===== src/rtl/tug_pkg.sv =====
// ----------------------------------------------------------------------------
// tug_pkg : shared types for the tug-of-war match controller and playfield
// Rev 1.0
// ----------------------------------------------------------------------------
`default_nettype none

package tug_pkg;

  typedef enum logic [1:0] {
    WIN_NONE = 2'b00,
    WIN_L    = 2'b01,
    WIN_R    = 2'b10
  } winner_t;

  typedef enum logic [2:0] {
    RST_PF,
    PLAY,
    SCORE,
    HOLD,
    OVER
  } match_state_t;

  function automatic int max_int(input int a, input int b);
    return (a > b) ? a : b;
  endfunction

endpackage

`default_nettype wire


===== src/rtl/tug_match_ctrl_key_edge.sv =====
// ----------------------------------------------------------------------------
// key_edge : rising-edge detector for one synchronized player key
// Rev 1.0
// ----------------------------------------------------------------------------
`default_nettype none

module key_edge (
  input  logic clk,
  input  logic reset,
  input  logic key,
  output logic rise
);

  logic hist_q;
  logic hist_d;

  assign hist_d = key;

  // History resets high so a key already held when reset drops is not an edge.
  always_ff @(posedge clk or posedge reset) begin
    if (reset) begin
      hist_q <= 1'b1;
    end else begin
      hist_q <= hist_d;
    end
  end

  assign rise = key & ~hist_q;

endmodule

`default_nettype wire


===== src/rtl/tug_match_ctrl.sv =====
// ----------------------------------------------------------------------------
// tug_match_ctrl : round/match sequencer, push-pulse generation and scoring
// Rev 1.0
// ----------------------------------------------------------------------------
`default_nettype none

module tug_match_ctrl
  import tug_pkg::*;
#(
  parameter int WIN_SCORE   = 3,
  parameter int RST_CYCLES  = 2,
  parameter int HOLD_CYCLES = 4,
  localparam int SW         = $clog2(WIN_SCORE + 1)
) (
  input  logic          clk,
  input  logic          reset,
  input  logic          key_L,
  input  logic          key_R,
  input  logic [1:0]    pf_winner,
  output logic          pf_reset,
  output logic          pf_L,
  output logic          pf_R,
  output logic [SW-1:0] score_L,
  output logic [SW-1:0] score_R,
  output logic [1:0]    match_winner,
  output logic          round_active
);

  localparam int            CW        = $clog2(max_int(RST_CYCLES, HOLD_CYCLES) + 1);
  localparam logic [CW-1:0] RST_LAST  = CW'(RST_CYCLES - 1);
  localparam logic [CW-1:0] HOLD_LAST = CW'(HOLD_CYCLES - 1);
  localparam logic [SW-1:0] SC_MAX    = SW'(WIN_SCORE);

  logic rise_L;
  logic rise_R;
  logic both_rise;

  key_edge u_edge_l (.clk(clk), .reset(reset), .key(key_L), .rise(rise_L));
  key_edge u_edge_r (.clk(clk), .reset(reset), .key(key_R), .rise(rise_R));

  // Both keys high now and not both high last cycle, expressed via the edges.
  assign both_rise = (rise_L & key_R) | (rise_R & key_L);

  match_state_t  state_q, state_d;
  logic [CW-1:0] cnt_q, cnt_d;
  logic [SW-1:0] score_L_q, score_L_d;
  logic [SW-1:0] score_R_q, score_R_d;
  winner_t       last_win_q, last_win_d;
  winner_t       match_winner_q, match_winner_d;
  logic          pf_L_q, pf_L_d;
  logic          pf_R_q, pf_R_d;
  logic [SW-1:0] new_score;

  always_comb begin
    state_d        = state_q;
    cnt_d          = cnt_q;
    score_L_d      = score_L_q;
    score_R_d      = score_R_q;
    last_win_d     = last_win_q;
    match_winner_d = match_winner_q;
    new_score      = '0;
    pf_L_d         = rise_L & (state_q == PLAY);
    pf_R_d         = rise_R & (state_q == PLAY);

    case (state_q)
      RST_PF: begin
        if (cnt_q == RST_LAST) begin
          state_d = PLAY;
          cnt_d   = '0;
        end else begin
          cnt_d = cnt_q + CW'(1);
        end
      end
      PLAY: begin
        if (pf_winner == WIN_L || pf_winner == WIN_R) begin
          last_win_d = winner_t'(pf_winner);
          state_d    = SCORE;
        end
      end
      SCORE: begin
        new_score = (last_win_q == WIN_L) ? score_L_q : score_R_q;
        if (new_score < SC_MAX) begin
          new_score = new_score + SW'(1);
        end
        if (last_win_q == WIN_L) begin
          score_L_d = new_score;
        end else begin
          score_R_d = new_score;
        end
        if (new_score == SC_MAX) begin
          match_winner_d = last_win_q;
          state_d        = OVER;
        end else begin
          state_d = HOLD;
          cnt_d   = '0;
        end
      end
      HOLD: begin
        if (cnt_q == HOLD_LAST) begin
          state_d = RST_PF;
          cnt_d   = '0;
        end else begin
          cnt_d = cnt_q + CW'(1);
        end
      end
      OVER: begin
        if (both_rise) begin
          score_L_d      = '0;
          score_R_d      = '0;
          match_winner_d = WIN_NONE;
          state_d        = RST_PF;
          cnt_d          = '0;
        end
      end
      default: begin
        state_d = RST_PF;
        cnt_d   = '0;
      end
    endcase
  end

  always_ff @(posedge clk or posedge reset) begin
    if (reset) begin
      state_q        <= RST_PF;
      cnt_q          <= '0;
      score_L_q      <= '0;
      score_R_q      <= '0;
      last_win_q     <= WIN_NONE;
      match_winner_q <= WIN_NONE;
      pf_L_q         <= 1'b0;
      pf_R_q         <= 1'b0;
    end else begin
      state_q        <= state_d;
      cnt_q          <= cnt_d;
      score_L_q      <= score_L_d;
      score_R_q      <= score_R_d;
      last_win_q     <= last_win_d;
      match_winner_q <= match_winner_d;
      pf_L_q         <= pf_L_d;
      pf_R_q         <= pf_R_d;
    end
  end

  assign pf_reset     = reset | (state_q == RST_PF);
  assign pf_L         = pf_L_q;
  assign pf_R         = pf_R_q;
  assign score_L      = score_L_q;
  assign score_R      = score_R_q;
  assign match_winner = match_winner_q;
  assign round_active = (state_q == PLAY);

endmodule

`default_nettype wire

===== config.mk =====
export PLATFORM = sky130hd
export DESIGN_NAME = tug_match_ctrl
export DESIGN_NICKNAME = d
export VERILOG_FILES = /design/src/rtl/tug_pkg.sv /design/src/rtl/tug_match_ctrl_key_edge.sv /design/src/rtl/tug_match_ctrl.sv
export SDC_FILE = /design/constraint.sdc
export NUM_CORES = 1
export LEC_CHECK = 0
export ABC_AREA = 0
export BUFFER_PORTS_ARGS = -buffer_cell sky130_fd_sc_hd__buf_2
export CORE_MARGIN = 2
export CORE_UTILIZATION = 31
export CTS_BUF_LIST = sky130_fd_sc_hd__clkbuf_8 sky130_fd_sc_hd__clkbuf_16
export DETAILED_ROUTE_END_ITERATION = 6
export GPL_TIMING_DRIVEN = 1
export SLEW_MARGIN = 20
export SYNTH_ARGS = -nofsm -noshare
export SYNTH_HDL_FRONTEND = slang
export SYNTH_SLANG_ARGS = --single-unit

===== constraint.sdc =====
create_clock -name clk -period 2.1 [get_ports clk]
set_input_delay 0.105 -clock clk [delete_from_list [all_inputs] [get_ports clk]]
set_output_delay 0.105 -clock clk [all_outputs]
set_load 0.01 [all_outputs]

==> impl_results.md, run 1 <==
- Gpl congestion: 0.793
- Core Box Area: 3100 µm²
- Io pins: 16
- Worst Path Max Fanout: 4
- Fin Setup TNS: 0 ns
- Final nets: 134
- Final Hold Fails: 0
- Cells on worst reg2reg path: 7
- Clk_lat worst skew: 0.25 ns
- Final setup viols: 0
- Postcts setup bufs: 0
- # port buffers: 15
- Total Die Area: 3810 µm²
- Tot GR Track Use: 14.1%
- Cell Pwr Density: 1340 nW/µm²
- Drt pass-1 iters: 4
- Die Width: 61.7 µm
- Mean post-synth cell area: 10.0 µm²
- VDD IR max: 0.000488 V
- Syn nets: 113
- Fmax: 543 MHz
- Crit path time final: 1.84 ns
- Root cell of the clock tree: clkbuf_8
- Util after Layout: 39.8%
- Worst EP required: 2.24 ns
- Reg clk slew, reported paths: 0.07 ns
- Cts bufs inserted: 3
- First DRT Iteration DRCs: 13
- Residual DRC: 0
- Hold WS: 0.0849 ns
- Final instance area: 1230 µm²
- Combinational share of power: 43.6%
- Kind of end point of the critical path: flip-flop
- Resized Gates After CTS: 0
- Area contributors post-synth: dfrtp_1 39%, dfstp_2 5.1%, ha_1 4.8%
- Vias in the first global route: 839
- Net Sw Frac: 39.1%
- Register area share after synthesis: 43.8%
- Netlist cell types: 38
- CTS tree: done
- Die height: 61.7 µm
- Slew HR: 67.9%
- CP Class: reg -> reg
- Slew @ Worst Pin: 0.481 ns
- Worst reg2reg endpoint: state_q[0]
- Post-route ant nets: 0
- # hold bufs at CTS: 3
- Post-Synthesis Cells: 103
- First-pass GRT wire length: 3830 µm
- DR vias/cell: 4.98
- Critical R2R Launch: cnt_q[0]
- Share of layout cells above drive strength 1: 26.8%
- Synth Warn #: 0
- Placed inst area: 1150 µm²
- Hold Path Depth: 2
- Post-synth top flop: dfrtp_1
- Total wire length: 2210 µm
- Clock power share: 17.1%
- Int Power: 0.00101 W
- P_leak: 0.531 nW
- Hold Path Origin: pf_winner[0]
- Worst reg-to-reg setup slack: 0.26 ns
- Sequential Power Share: 39.3%
- Fraction of registers with async set/reset: 100%
- Setup crit start kind: flip-flop
- Slew Limit Fails: 0
- H-tree lvl count: 1
- Initial Util: 33.3%
- Final period util: 87.7%
- Crit path from: cnt_q[0]
- Routed via count: 831
- Clock sink count: 18
- DPL Wire Length: 1580 µm
- Largest net degree at the start of global routing: 20
- Number of synthesized flops with an enable pin: 0
- Max Root-Sink Buffers: 2
- Remaining Overflow, GRT: 0
- Synth area leader: dfrtp_1
- Mapped Area: 1030 µm²
- Final antenna diode count: 0
- Sink of the worst hold path: last_win_q[1]
- HP Class: in -> reg
- Final setup skew: 0.00181 ns
- RSZ-0062 raised after global routing: no
- Most frequent cells in the layout: 16 x dfrtp_1, 15 x buf_2, 10 x nand2_1, 6 x nor2_1
- Initial antenna violation count: 0
- Synth-to-layout area growth: 19.4%
- CP arrival: 1.99 ns
- Row count: 20
- Seq cells post-synth: 18
- Commonest non-fill, non-tap cell in the layout: dfrtp_1
- Top-area cell type share of the netlist area: 38.7%
- Status: completed
- Switching pwr: 0.000645 W
- WL per Instance: 13.2 µm
- Max-cap violations: 0
power groups by stage:
stage	Sequential, W	Clock [W]	Combinational, W
finish	0.000649	0.000283	0.000720
CTS	0.000647	0.000296	0.000732
floorplan	0.000596	0	0.000580
global route	0.000673	0.000312	0.000809
detailed placement	0.000654	0	0.000724
global placement	0.000643	0	0.000708
flip-flops by register name, summed over array words and instances (netlist names):
| signal | count |
|---|---|
| cnt_q | 3 |
| last_win_q | 2 |
| match_winner | 2 |
| pf_L | 1 |
| pf_R | 1 |
| score_L | 2 |
| score_R | 2 |
| state_q | 3 |
| u_edge_l.hist_q | 1 |
| u_edge_r.hist_q | 1 |
cells in the mapped netlist, types with 3 or more instances:
| master | number |
|---|---|
| a21oi_1 | 4 |
| dfrtp_1 | 16 |
| ha_1 | 4 |
| inv_1 | 4 |
| mux2_2 | 3 |
| nand2_1 | 10 |
| nand2b_1 | 3 |
| nand3_1 | 3 |
| nand4_1 | 4 |
| nor2_1 | 6 |
| nor2b_1 | 5 |
| nor3b_1 | 3 |
| o21ai_1 | 5 |
how the worst max path moves through the flow:
stage | to | slack, ns
2_1_floorplan | state_q[0] | 0.41
3_3_place_gp | state_q[0] | 0.31
4_1_cts | state_q[0] | 0.25
6_report | state_q[0] | 0.26
3_5_place_dp | state_q[0] | 0.27
5_1_grt | state_q[0] | 0.16
stage by stage:
step	power [W]	std cells	setup WS [ns]
2_1_floorplan	0.00118	103	0.413
3_3_place_gp	0.00135	160	0.308
3_5_place_dp	0.00138	160	0.267
4_1_cts	0.00167	167	0.253
5_1_grt	0.00179	167	0.159
6_report	0.00165	167	0.257
routing by layer:
metal	up-vias	GRT usage [%]	wire length, µm
li1	415	-	-
met1	392	16.8	988
met2	20	23.3	1090
met3	4	2.07	75
met4	0	9.73	51
met5	-	0	0
logic make-up after synthesis:
logic type / count (synthesis) / share of synthesized area (%)
flops: 18 / 43.8
fa+ha+maj: 4 / 4.84
buf+inv: 11 / 6.05
xor+xnor: 1 / 0.848
simple gates: 40 / 21.9
mux: 7 / 8.11
compound gates: 22 / 14.4
worst max-delay path: stages (launching register included):
cell and delay (ns):
dfrtp_1 0.41, ha_1 0.19, ha_1 0.16, nand4bb_1 0.12, o41ai_1 0.08, buf_4 0.16
a221o_2 0.32, mux2_4 0.29
layout make-up:
cell class	count	area, µm²
tap	44	55.1
clock buffer	4	55.1
fill	331	1870
inverter	6	25.0
timing repair buffer	21	128
sequential	18	453
multi-input combinational	74	518
No activity file was read; power rests on OpenSTA's default activity.
==> run 2: changes to the inputs <==
Settings changed: CTS_CLUSTER_DIAMETER set to 30, RECOVER_POWER set to 50.
==> run 2 against run 1 <==
Total power decreased by 0.24%. Die area unchanged. Design area down 0.51%. First-iteration DRC count decreased by 15%. Sequential share of layout area up 0.19 points.
==> impl_results.md, run 2 (synthesized netlist as in run 1, its figures left out) <==
- Status: completed
- Share of layout cells above drive strength 1: 22.8%
- CP Class: reg -> reg
- Die Width: 61.7 µm
- Cell Pwr Density: 1340 nW/µm²
- Most frequent cells in the layout: 16 x dfrtp_1, 10 x nand2_1, 10 x buf_2, 6 x nor2_1
- Reg clk slew, reported paths: 0.07 ns
- CP arrival: 1.99 ns
- Kind of end point of the critical path: flip-flop
- Postcts setup bufs: 0
- Fin Setup TNS: 0 ns
- Post-route ant nets: 0
- Tot GR Track Use: 14.1%
- Worst EP required: 2.24 ns
- Slew Limit Fails: 0
- Gpl congestion: 0.793
- CTS tree: done
- Final instance area: 1230 µm²
- Critical R2R Launch: cnt_q[0]
- Biggest regs: cnt_q (3), state_q (3)
- Final setup skew: 0.00164 ns
- Fmax: 543 MHz
- Slowest cell delay on critical path: 0.41 ns
- HP Class: in -> reg
- Io pins: 16
- Resized Gates After CTS: 0
- First-pass GRT wire length: 3830 µm
- Final period util: 87.7%
- Clock sink count: 18
- Total Die Area: 3810 µm²
- Drt pass-1 iters: 4
- WL per Instance: 13.2 µm
- Die height: 61.7 µm
- Cell Chain, Critical Path: ha_1 > ha_1 > nand4bb_1 > o41ai_1 > buf_4 > a221o_2 > mux2_4
- VDD IR max: 0.000488 V
- Multi-input logic area: 518 µm²
- Crit path time final: 1.84 ns
- # hold bufs at CTS: 3
- Layout Cells excl Fill: 167
- Cell count after placement: 160
- Final antenna diode count: 0
- Most used cell, CP: ha_1
- Seq. cell area: 453 µm²
- Row count: 20
- Initial antenna violation count: 0
- Max Root-Sink Buffers: 2
- Slew HR: 67.9%
- Cts bufs inserted: 3
- Routed via count: 831
- Initial Util: 33.3%
- H-tree lvl count: 1
- Final setup viols: 0
- Total wire length: 2210 µm
- DPL Wire Length: 1580 µm
- Final Hold Fails: 0
- DR vias/cell: 4.98
- CP max stage cell: dfrtp_1
- # port buffers: 15
- Filler instances: 336
- Vias in the first global route: 839
- Final nets: 134
- Core Box Area: 3100 µm²
- Largest net degree at the start of global routing: 20
- Crit path from: cnt_q[0]
- RSZ-0062 raised after global routing: no
- Max-cap violations: 0
- Residual DRC: 0
- Remaining Overflow, GRT: 0
- Slew @ Worst Pin: 0.481 ns
- Placed inst area: 1150 µm²
- Synth-to-layout area growth: 18.8%
- Worst Path Max Fanout: 4
- Setup crit start kind: flip-flop
- Clk_lat worst skew: 0.25 ns
- First DRT Iteration DRCs: 11
- Root cell of the clock tree: clkbuf_8
- Commonest non-fill, non-tap cell in the layout: dfrtp_1
- Hold Path Origin: pf_winner[0]
- P_leak: 0.515 nW
==> run 2: changes by cell type in the layout (fill, tap and decap cells not counted), sizes merged <==
cell and change:
buf -5, clkbuf +5
==> run 2: final cells by class <==
cell class,count,area share [%]
multi-input cells,74,42.2
flip-flops and latches,18,36.9
repair buffers,21,9.89
clock buffers,4,4.49
well taps,44,4.49
inverters,6,2.04
==> run 2: final timing paths <==
path,slack [ns],cells past startpoint,endpoint
min reg2reg,0.54,2,match_winner[0]
max reg2reg,0.26,7,state_q[0]
min in group asynchronous,0.41,4,last_win_q[1]
max in group asynchronous,1.43,4,u_edge_r.hist_q
min,0.08,2,last_win_q[1]
max,0.26,7,state_q[0]
==> run 2: through the flow <==
stage	hold slack, ns	setup slack, ns	total power, W	utilization (%)
6_report	0.0845	0.258	0.00165	39.6
3_5_place_dp	0.138	0.267	0.00138	37.0
4_1_cts	0.0823	0.253	0.00167	39.8
5_1_grt	0.0895	0.159	0.00179	39.6
3_3_place_gp	0.134	0.308	0.00135	37.0
2_1_floorplan	0.0504	0.413	0.00118	-
==> run 2: report_power, final <==
| part | leakage (nW) | switching [W] | internal, W |
|---|---|---|---|
| combinational | 0.275 | 0.000351 | 0.000365 |
| clock | 0.0288 | 0.000116 | 0.000167 |
| sequential | 0.212 | 0.000178 | 0.000471 |
| total | 0.515 | 0.000645 | 0.00100 |
==> run 2: per-layer routing <==
metal | track usage, % | wire length (µm)
met5 | 0 | 0
met1 | 16.8 | 990
met2 | 23.3 | 1100
met3 | 2.07 | 68
met4 | 9.73 | 51
==> run 2: critical path: cells and delay by family (launching register included) <==
| family | cells | cell delay [ns] |
|---|---|---|
| and+or+nand+nor | 1 | 0.12 |
| DFF | 1 | 0.41 |
| muxes | 1 | 0.29 |
| AOI/OAI and AO/OA | 2 | 0.40 |
| adders and majority gates | 2 | 0.35 |
| buffers and inverters | 1 | 0.16 |
==> run 3: changes to the inputs <==
Settings changed: CORE_MARGIN 2 to not set, CTS_BUF_LIST sky130_fd_sc_hd__clkbuf_8 sky130_fd_sc_hd__clkbuf_16 to not set.
==> run 3 against run 2 <==
Clock-buffer cell count is the same. Wire length shrank 7.7%. Design area shrank 1.5%. Clock power shrank 26%. Largest power group unchanged. Critical path depth is the same. Fmax shrank 1.5%.
==> impl_results.md, run 3 (synthesized netlist as in run 1, its figures left out) <==
- Status: completed
- Final nets: 134
- Final instance area: 1210 µm²
- Slew Limit Fails: 0
- CTS tree: done
- RSZ-0062 raised after global routing: no
- Cell Pwr Density: 1290 nW/µm²
- Most frequent cells in the layout: 16 x dfrtp_1, 10 x nand2_1, 10 x buf_2, 6 x nor2_1
- Vias in the first global route: 779
- Final period util: 89.0%
- Die Width: 59.7 µm
- Clock sink count: 18
- Die height: 59.7 µm
- Slowest cell delay on critical path: 0.41 ns
- Largest net degree at the start of global routing: 20
- Routed via count: 820
- Reg clk slew, reported paths: 0.10 ns
- Worst EP required: 2.29 ns
- Slew HR: 67.6%
- DPL Wire Length: 1500 µm
- First DRT Iteration DRCs: 26
- CP Class: reg -> reg
- Util after Layout: 39.0%
- Setup crit start kind: flip-flop
- Io pins: 16
- Clk_lat worst skew: 0.29 ns
- Kind of end point of the critical path: flip-flop
- P_leak: 0.508 nW
- WL per Instance: 12.2 µm
- Cts bufs inserted: 3
- Final Hold Fails: 0
- Final antenna diode count: 0
- Biggest regs: cnt_q (3), state_q (3)
- Residual DRC: 0
- HP Class: in -> reg
- # port buffers: 15
- H-tree lvl count: 1
- Placed inst area: 1150 µm²
- Tot GR Track Use: 13.2%
- Cell Chain, Critical Path: ha_1 > ha_1 > nand4bb_1 > o41ai_1 > buf_4 > a221o_2 > mux2_4
- Synth-to-layout area growth: 16.9%
- VDD IR max: 0.000513 V
- Initial Util: 33.3%
- Root cell of the clock tree: clkbuf_4
- Worst Path Max Fanout: 4
- Crit path time final: 1.87 ns
- Remaining Overflow, GRT: 0
- Max Root-Sink Buffers: 2
- Fin Setup TNS: 0 ns
- Filler instances: 335
- Gpl congestion: 0.799
- Initial antenna violation count: 0
- Hold WS: 0.0249 ns
- CP arrival: 2.06 ns
- Post-route ant nets: 0
- Most used cell, CP: ha_1
- First-pass GRT wire length: 3540 µm
- Slew @ Worst Pin: 0.487 ns
- Fmax: 535 MHz
- Commonest non-fill, non-tap cell in the layout: dfrtp_1
- Postcts setup bufs: 0
- Core Box Area: 3100 µm²
- Max-cap violations: 0
- DR vias/cell: 4.91
- Final setup viols: 0
- Power, Total: 0.00156 W
- Total wire length: 2040 µm
- Row count: 20
- Total Die Area: 3570 µm²
- CP max stage cell: dfrtp_1
- Final setup skew: 0.00445 ns
- Drt pass-1 iters: 4
- Worst reg-to-reg setup slack: 0.23 ns
- Share of layout cells above drive strength 1: 22.8%
run 3: changes by cell type in the layout (fill, tap and decap cells not counted):
cell | before | now
clkbuf_4 | 0 | 3
clkbuf_8 | 4 | 1
run 3: final cells by class:
cell class | count | area, µm² | share of cell area, %
multi-input combinational | 74 | 518 | 42.9
sequential | 18 | 453 | 37.5
timing repair buffer | 21 | 121 | 10.0
tap | 44 | 55.1 | 4.55
clock buffer | 4 | 36.3 | 3.00
inverter | 6 | 25.0 | 2.07
run 3: layer usage:
layer  track usage (%)  vias up  wire length (µm)
met5                 0        -                 0
met2              21.7       19               983
li1                  -      421                 -
met1              16.9      378               945
met4              4.98        0                15
met3              2.81        2                92
run 3: critical path, delay by kind of cell (launching register included):
family          cells  cell delay (ns)
flops               1             0.41
buf+inv             1             0.16
compound gates      2             0.41
fa+ha+maj           2             0.36
mux                 1             0.29
simple gates        1             0.13
run 3: path summary, 6_finish.rpt:
check	from	endpoint	cells past startpoint
setup / recovery	cnt_q[0]	state_q[0]	7
hold / removal	pf_winner[0]	last_win_q[1]	2
setup reg to reg	cnt_q[0]	state_q[0]	7
hold reg to reg	cnt_q[0]	cnt_q[0]	1
max in group asynchronous	reset	u_edge_l.hist_q	4
min in group asynchronous	reset	last_win_q[0]	4
run 3: what timing repair did:
item | CTS | global route
hold endpoints to repair | 18 | 0
hold buffers | 3 | 0
gates resized for setup | 0 | 0
run 3: where the power goes:
group / internal, W / switching [W] / total (W)
Sequential: 0.000470 / 0.000171 / 0.000641
Combinational: 0.000363 / 0.000346 / 0.000709
Clock: 0.000106 / 0.000105 / 0.000210
run 3: metrics by stage:
stage	setup slack [ns]	cells
global route	0.131	167
finish	0.231	167
floorplan	0.413	103
global placement	0.308	160
CTS	0.220	167
detailed placement	0.237	160
